$ cat config.mk
export PLATFORM = sky130hd
export DESIGN_NAME = echo_timer
export DESIGN_NICKNAME = d
export VERILOG_FILES = /design/src/rtl/echo_timer.sv
export SDC_FILE = /design/constraint.sdc
export NUM_CORES = 1
export LEC_CHECK = 0
export CORE_ASPECT_RATIO = 1.75
export CORE_MARGIN = 3
export CORE_UTILIZATION = 45
export CTS_CLUSTER_DIAMETER = 30
export DETAILED_ROUTE_END_ITERATION = 8
export SYNTH_ARGS = -nofsm -noshare
export SYNTH_HDL_FRONTEND = slang
export SYNTH_SLANG_ARGS = --single-unit
$ cat constraint.sdc
create_clock -name clk -period 5.34 [get_ports clk]
set_input_delay 0.801 -clock clk [delete_from_list [all_inputs] [get_ports clk]]
set_output_delay 0.801 -clock clk [all_outputs]
set_load 0.02 [all_outputs]
$ cat src/rtl/echo_timer.sv
// echo_timer: ultrasonic ranging front end. It fires a trigger pulse, times the
// returned echo in clk cycles and publishes a 23-bit result.
// Result encoding: 0 = no result yet, 1..2^23-2 = echo width,
// 23'h7FFFFF = no echo, out of range or saturated.
module echo_timer #(
  parameter int unsigned TRIG_CYCLES   = 1000,
  parameter int unsigned ECHO_WAIT_MAX = 3_000_000,
  parameter int unsigned COOLDOWN_CYC  = 6_000_000
) (
  input  logic        clk,
  input  logic        reset_n,
  input  logic        enable,
  input  logic        echo_in,
  output logic        trig_out,
  output logic [22:0] data_output,
  output logic        data_valid
);

  localparam int unsigned DW = 23;
  localparam int unsigned TW = (TRIG_CYCLES  > 1) ? $clog2(TRIG_CYCLES)  : 1;
  localparam int unsigned CW = (COOLDOWN_CYC > 1) ? $clog2(COOLDOWN_CYC) : 1;

  localparam logic [DW-1:0] SAT       = '1;
  localparam logic [TW-1:0] TRIG_LAST = TW'(TRIG_CYCLES - 1);
  localparam logic [DW-1:0] WAIT_LAST = DW'(ECHO_WAIT_MAX - 1);
  localparam logic [CW-1:0] COOL_LAST = CW'(COOLDOWN_CYC - 1);

  typedef enum logic [2:0] {
    IDLE      = 3'd0,
    TRIGGER   = 3'd1,
    WAIT_ECHO = 3'd2,
    MEASURE   = 3'd3,
    COOLDOWN  = 3'd4
  } state_e;

  // Internal reset: asserts asynchronously, releases on the clock
  logic rst_meta_q;
  logic rst_sync_q;

  // Echo synchroniser and edge detect
  logic echo_meta_q;
  logic echo_s_q;
  logic echo_d3_q;
  logic rise_c;
  logic fall_c;

  // FSM and datapath
  state_e        state_q,     state_d;
  logic [TW-1:0] trig_cnt_q,  trig_cnt_d;
  logic [DW-1:0] wait_cnt_q,  wait_cnt_d;
  logic [DW-1:0] width_cnt_q, width_cnt_d;
  logic [CW-1:0] cool_cnt_q,  cool_cnt_d;
  logic          trig_q,      trig_d;
  logic [DW-1:0] data_q,      data_d;
  logic          valid_q,     valid_d;

  // Reset synchroniser: async assert, two-flop synchronous release
  always_ff @(posedge clk or negedge reset_n) begin
    if (!reset_n) begin
      rst_meta_q <= 1'b0;
      rst_sync_q <= 1'b0;
    end else begin
      rst_meta_q <= 1'b1;
      rst_sync_q <= rst_meta_q;
    end
  end

  // Two-flop echo synchroniser plus a third flop for edge strobes
  always_ff @(posedge clk or negedge rst_sync_q) begin
    if (!rst_sync_q) begin
      echo_meta_q <= 1'b0;
      echo_s_q    <= 1'b0;
      echo_d3_q   <= 1'b0;
    end else begin
      echo_meta_q <= echo_in;
      echo_s_q    <= echo_meta_q;
      echo_d3_q   <= echo_s_q;
    end
  end

  assign rise_c = echo_s_q & ~echo_d3_q;
  assign fall_c = ~echo_s_q & echo_d3_q;

  // State register
  always_ff @(posedge clk or negedge rst_sync_q) begin
    if (!rst_sync_q) begin
      state_q <= IDLE;
    end else begin
      state_q <= state_d;
    end
  end

  // Next-state logic; timeout beats a simultaneous rise, saturation beats a fall
  always_comb begin
    state_d = state_q;
    case (state_q)
      IDLE: begin
        if (enable) state_d = TRIGGER;
      end
      TRIGGER: begin
        if (trig_cnt_q == TRIG_LAST) state_d = WAIT_ECHO;
      end
      WAIT_ECHO: begin
        if (wait_cnt_q == WAIT_LAST) begin
          state_d = COOLDOWN;
        end else if (rise_c) begin
          state_d = MEASURE;
        end
      end
      MEASURE: begin
        if ((width_cnt_q == SAT) || fall_c) state_d = COOLDOWN;
      end
      COOLDOWN: begin
        if (cool_cnt_q == COOL_LAST) state_d = IDLE;
      end
      default: begin
        state_d = IDLE;
      end
    endcase
  end

  // Output and counter next values; counters clear whenever their state is left
  always_comb begin
    trig_cnt_d  = '0;
    wait_cnt_d  = '0;
    width_cnt_d = '0;
    cool_cnt_d  = '0;
    trig_d      = (state_d == TRIGGER);
    data_d      = data_q;
    valid_d     = 1'b0;

    case (state_q)
      TRIGGER: begin
        if (state_d == TRIGGER) trig_cnt_d = trig_cnt_q + TW'(1);
      end
      WAIT_ECHO: begin
        if (state_d == WAIT_ECHO) wait_cnt_d = wait_cnt_q + DW'(1);
        if (state_d == MEASURE)   width_cnt_d = DW'(1);
      end
      MEASURE: begin
        if (state_d == MEASURE) begin
          width_cnt_d = width_cnt_q;
          if (echo_s_q && (width_cnt_q != SAT)) width_cnt_d = width_cnt_q + DW'(1);
        end
      end
      COOLDOWN: begin
        if (state_d == COOLDOWN) cool_cnt_d = cool_cnt_q + CW'(1);
      end
      default: begin
      end
    endcase

    // Publish a result on every entry into COOLDOWN
    if ((state_d == COOLDOWN) && (state_q != COOLDOWN)) begin
      valid_d = 1'b1;
      if ((state_q == MEASURE) && (width_cnt_q != SAT)) begin
        data_d = width_cnt_q;
      end else begin
        data_d = SAT;
      end
    end
  end

  // Datapath and output registers
  always_ff @(posedge clk or negedge rst_sync_q) begin
    if (!rst_sync_q) begin
      trig_cnt_q  <= '0;
      wait_cnt_q  <= '0;
      width_cnt_q <= '0;
      cool_cnt_q  <= '0;
      trig_q      <= 1'b0;
      data_q      <= '0;
      valid_q     <= 1'b0;
    end else begin
      trig_cnt_q  <= trig_cnt_d;
      wait_cnt_q  <= wait_cnt_d;
      width_cnt_q <= width_cnt_d;
      cool_cnt_q  <= cool_cnt_d;
      trig_q      <= trig_d;
      data_q      <= data_d;
      valid_q     <= valid_d;
    end
  end

  assign trig_out    = trig_q;
  assign data_output = data_q;
  assign data_valid  = valid_q;

endmodule
==> out/qor.yml <==
cp.required_ps: 5570
die_w_um: 88.46
cts_setup_buffers: 0
die_height_um: 150.3
drive_gt1_share_pct: 6.071
critPathTopFamily: "simple AND/OR/NAND/NOR gates"
netlist_instances: 531
relSlewSlack_pct: 17.56
track_usage_pct: 18.03
cp.arrival_ps: 3090
path_buf_inv: 1
hold_viol: 0
cts_num_sinks: 112
fin_nets: 563
synth-seq-cells: 112
ir_drop_mv: 0.1499
wirelength_um: 11250
start_kind: "flip-flop"
drc: 0
ant_nets: 0
yosysWarnings: 0
min_period_ps: 2857
syn_nets: 539
ys_types: 47
skew_ps: 7.148
num_rows: 52
yosysSeqAreaShare_pct: 52.35
cts_tree: "yes"
hpwl_um: 7754
first_pass_iters: 4
setup_ws_ps: 2483
final_cell_mix: "dfrtp_1, nor2_1, xor2_1"
outcome: "finished, final reports clean"
post_cts_resized: 0
slew_violations: 0
insertion_delay_ps: 350
wl_per_cell_um: 16.19
overflow: 0
grt_pass1_vias: 3802
area_delta_synth_final_pct: 12.46
cts-buffers-inserted: 9
htree_levels: 3
cts-root-buf: "clkbuf_16"
io_pins: 29
critical_path_class: "reg -> reg"
tightest_slew_ps: 1228
fmax_mhz: 350.0
ctsLongestPathBuffers: 2
synth_top_area_share_pct: 52.35
leakage_uw: 0.002481
hold-worst-slack_ps: 359.2
rrSetupSlack_ps: 2480
tns_ps: 0
grt_max_degree: 59
port_buffers: 28
rsz0062_at_grt: "false"
synth_top_cell_by_area: "dfrtp_1"
via_per_inst: 5.578
fillers: 1071
endpoint_kind: "flip-flop"
cp_max_fo: 24
grt_pass1_wl_um: 18690
power.density_mw_per_mm2: 266.7
cap_violations: 0
place_ws_ps: 2513
synth_area_mm2: 0.005354
final_common_cell: "dfrtp_1"
clk_pin_slew_ps: 70
antenna_cells: 0
setup_viol_count_final: 0
die_area_mm2: 0.01329
place_congestion: 0.8394
slowest_stage: "or4_1"
min_period_over_period_pct: 53.51
drtIter0Drc: 143
initial_core_util_pct: 46.23
cpPeakStageDelay_ps: 700
hold_class: "reg -> reg"
ctsHoldBuffers: 0
vias: 3877
core_mm2: 0.01158
postSynthAreaPerCell_um2: 10.08
grt_antenna_before_repair: 0
synth_area_leaders: "dfrtp_1, nor2_1, xor2_1"
crit_chain: "nand3_2 -> or4_1 -> or2_4 -> a311oi_4 -> buf_4 -> mux2_2"
-- metrics by stage --
stage | total power, µW | std cells | instance area, µm² | utilization [%]
after detailed placement | 992.3 | 679 | 5746 | 49.61
after global routing | 1675 | 695 | 6021 | 51.99
after floorplan | 970.4 | 531 | 5354 | -
after CTS | 1629 | 695 | 6021 | 51.99
final | 1606 | 695 | 6021 | 51.99
after global placement | 988.8 | 679 | 5746 | 49.61
-- flip-flops by register name, indices dropped and copies added, names as in the netlist, 3 cells and up --
name and flops:
cool_cnt_q 23, data_output 23, wait_cnt_q 23, width_cnt_q 23, trig_cnt_q 10, state_q 3
-- report_power, final --
| group | internal (µW) | leakage (µW) | total [µW] | switching (µW) |
|---|---|---|---|---|
| Combinational | 30.6 | 0.000901 | 65.0 | 34.4 |
| Sequential | 875 | 0.00145 | 910 | 34.8 |
| Clock | 331 | 0.000129 | 631 | 300 |
| Total | 1240 | 0.00248 | 1610 | 370 |
-- logic make-up (layout without fill, tap and decap cells) --
family	count (synthesis)	after routing	synth area share, %
muxes	25	25	5.258
buffers and inverters	45	74	3.529
xor gates and xnor gates	65	65	10.63
and+or+nand+nor	245	245	22.62
AOI/OAI and AO/OA	34	34	4.604
adders and majority gates	4	4	0.9348
other	1	1	0.07004
DFF	112	112	52.35
-- Yosys cell counts, drive strengths merged --
cell type	number
a211oi	3
nor2	98
buf	4
or3	9
a21oi	9
nand2	27
mux2	10
nor2b	1
nand2b	3
xnor2	31
nor4b	1
nand4	17
ha	4
and4	7
nor4	7
and2	5
a21boi	1
o22ai	1
o31ai	1
nand3b	3
dfrtp	112
conb	1
a311oi	1
a2111oi	3
mux2i	15
xor2	34
and3	16
o21ai	4
or2	1
nand4b	1
a211o	1
clkbuf	15
a31oi	3
or4	3
o211ai	5
inv	26
a31o	1
nor4bb	1
a2111o	1
nor3	16
nand3	29
-- worst reg2reg max path, stage by stage, from the launching register on --
cell	delay, ps
dfrtp_1	470
nand3_2	130
or4_1	700
or2_4	340
a311oi_4	280
buf_4	420
mux2_2	400
-- layout make-up --
| type | count | area, µm² | area share (%) |
|---|---|---|---|
| clock buffer | 12 | 246.5 | 4.094 |
| clock inverter | 4 | 28.78 | 0.4780 |
| inverter | 26 | 97.59 | 1.621 |
| multi-input combinational | 374 | 2362 | 39.24 |
| sequential | 112 | 2806 | 46.61 |
| tap | 135 | 168.9 | 2.805 |
| timing repair buffer | 32 | 310.3 | 5.154 |
-- metal layers --
| metal | up-vias | share of wire (%) | global-route usage [%] | wire (µm) |
|---|---|---|---|---|
| met4 | 0 | 1.8 | 6.051 | 203 |
| met1 | 1953 | 41 | 20.93 | 4619 |
| li1 | 1854 | - | - | - |
| met2 | 55 | 55 | 32.42 | 6140 |
| met5 | - | 0 | 0 | 0 |
| met3 | 15 | 2.6 | 3.614 | 287 |
-- path summary, 6_finish.rpt --
kind,cells after the start,start,end
worst max-delay path,6,width_cnt_q[12],data_output[6]
max in group asynchronous,1,rst_sync_q,cool_cnt_q[22]
worst max register to register,6,width_cnt_q[12],data_output[6]
worst min-delay path,0,rst_meta_q,rst_sync_q
min in group asynchronous,0,rst_sync_q,data_output[19]
worst min register to register,0,rst_meta_q,rst_sync_q
Note: power is estimated with default switching activity, not from simulation.
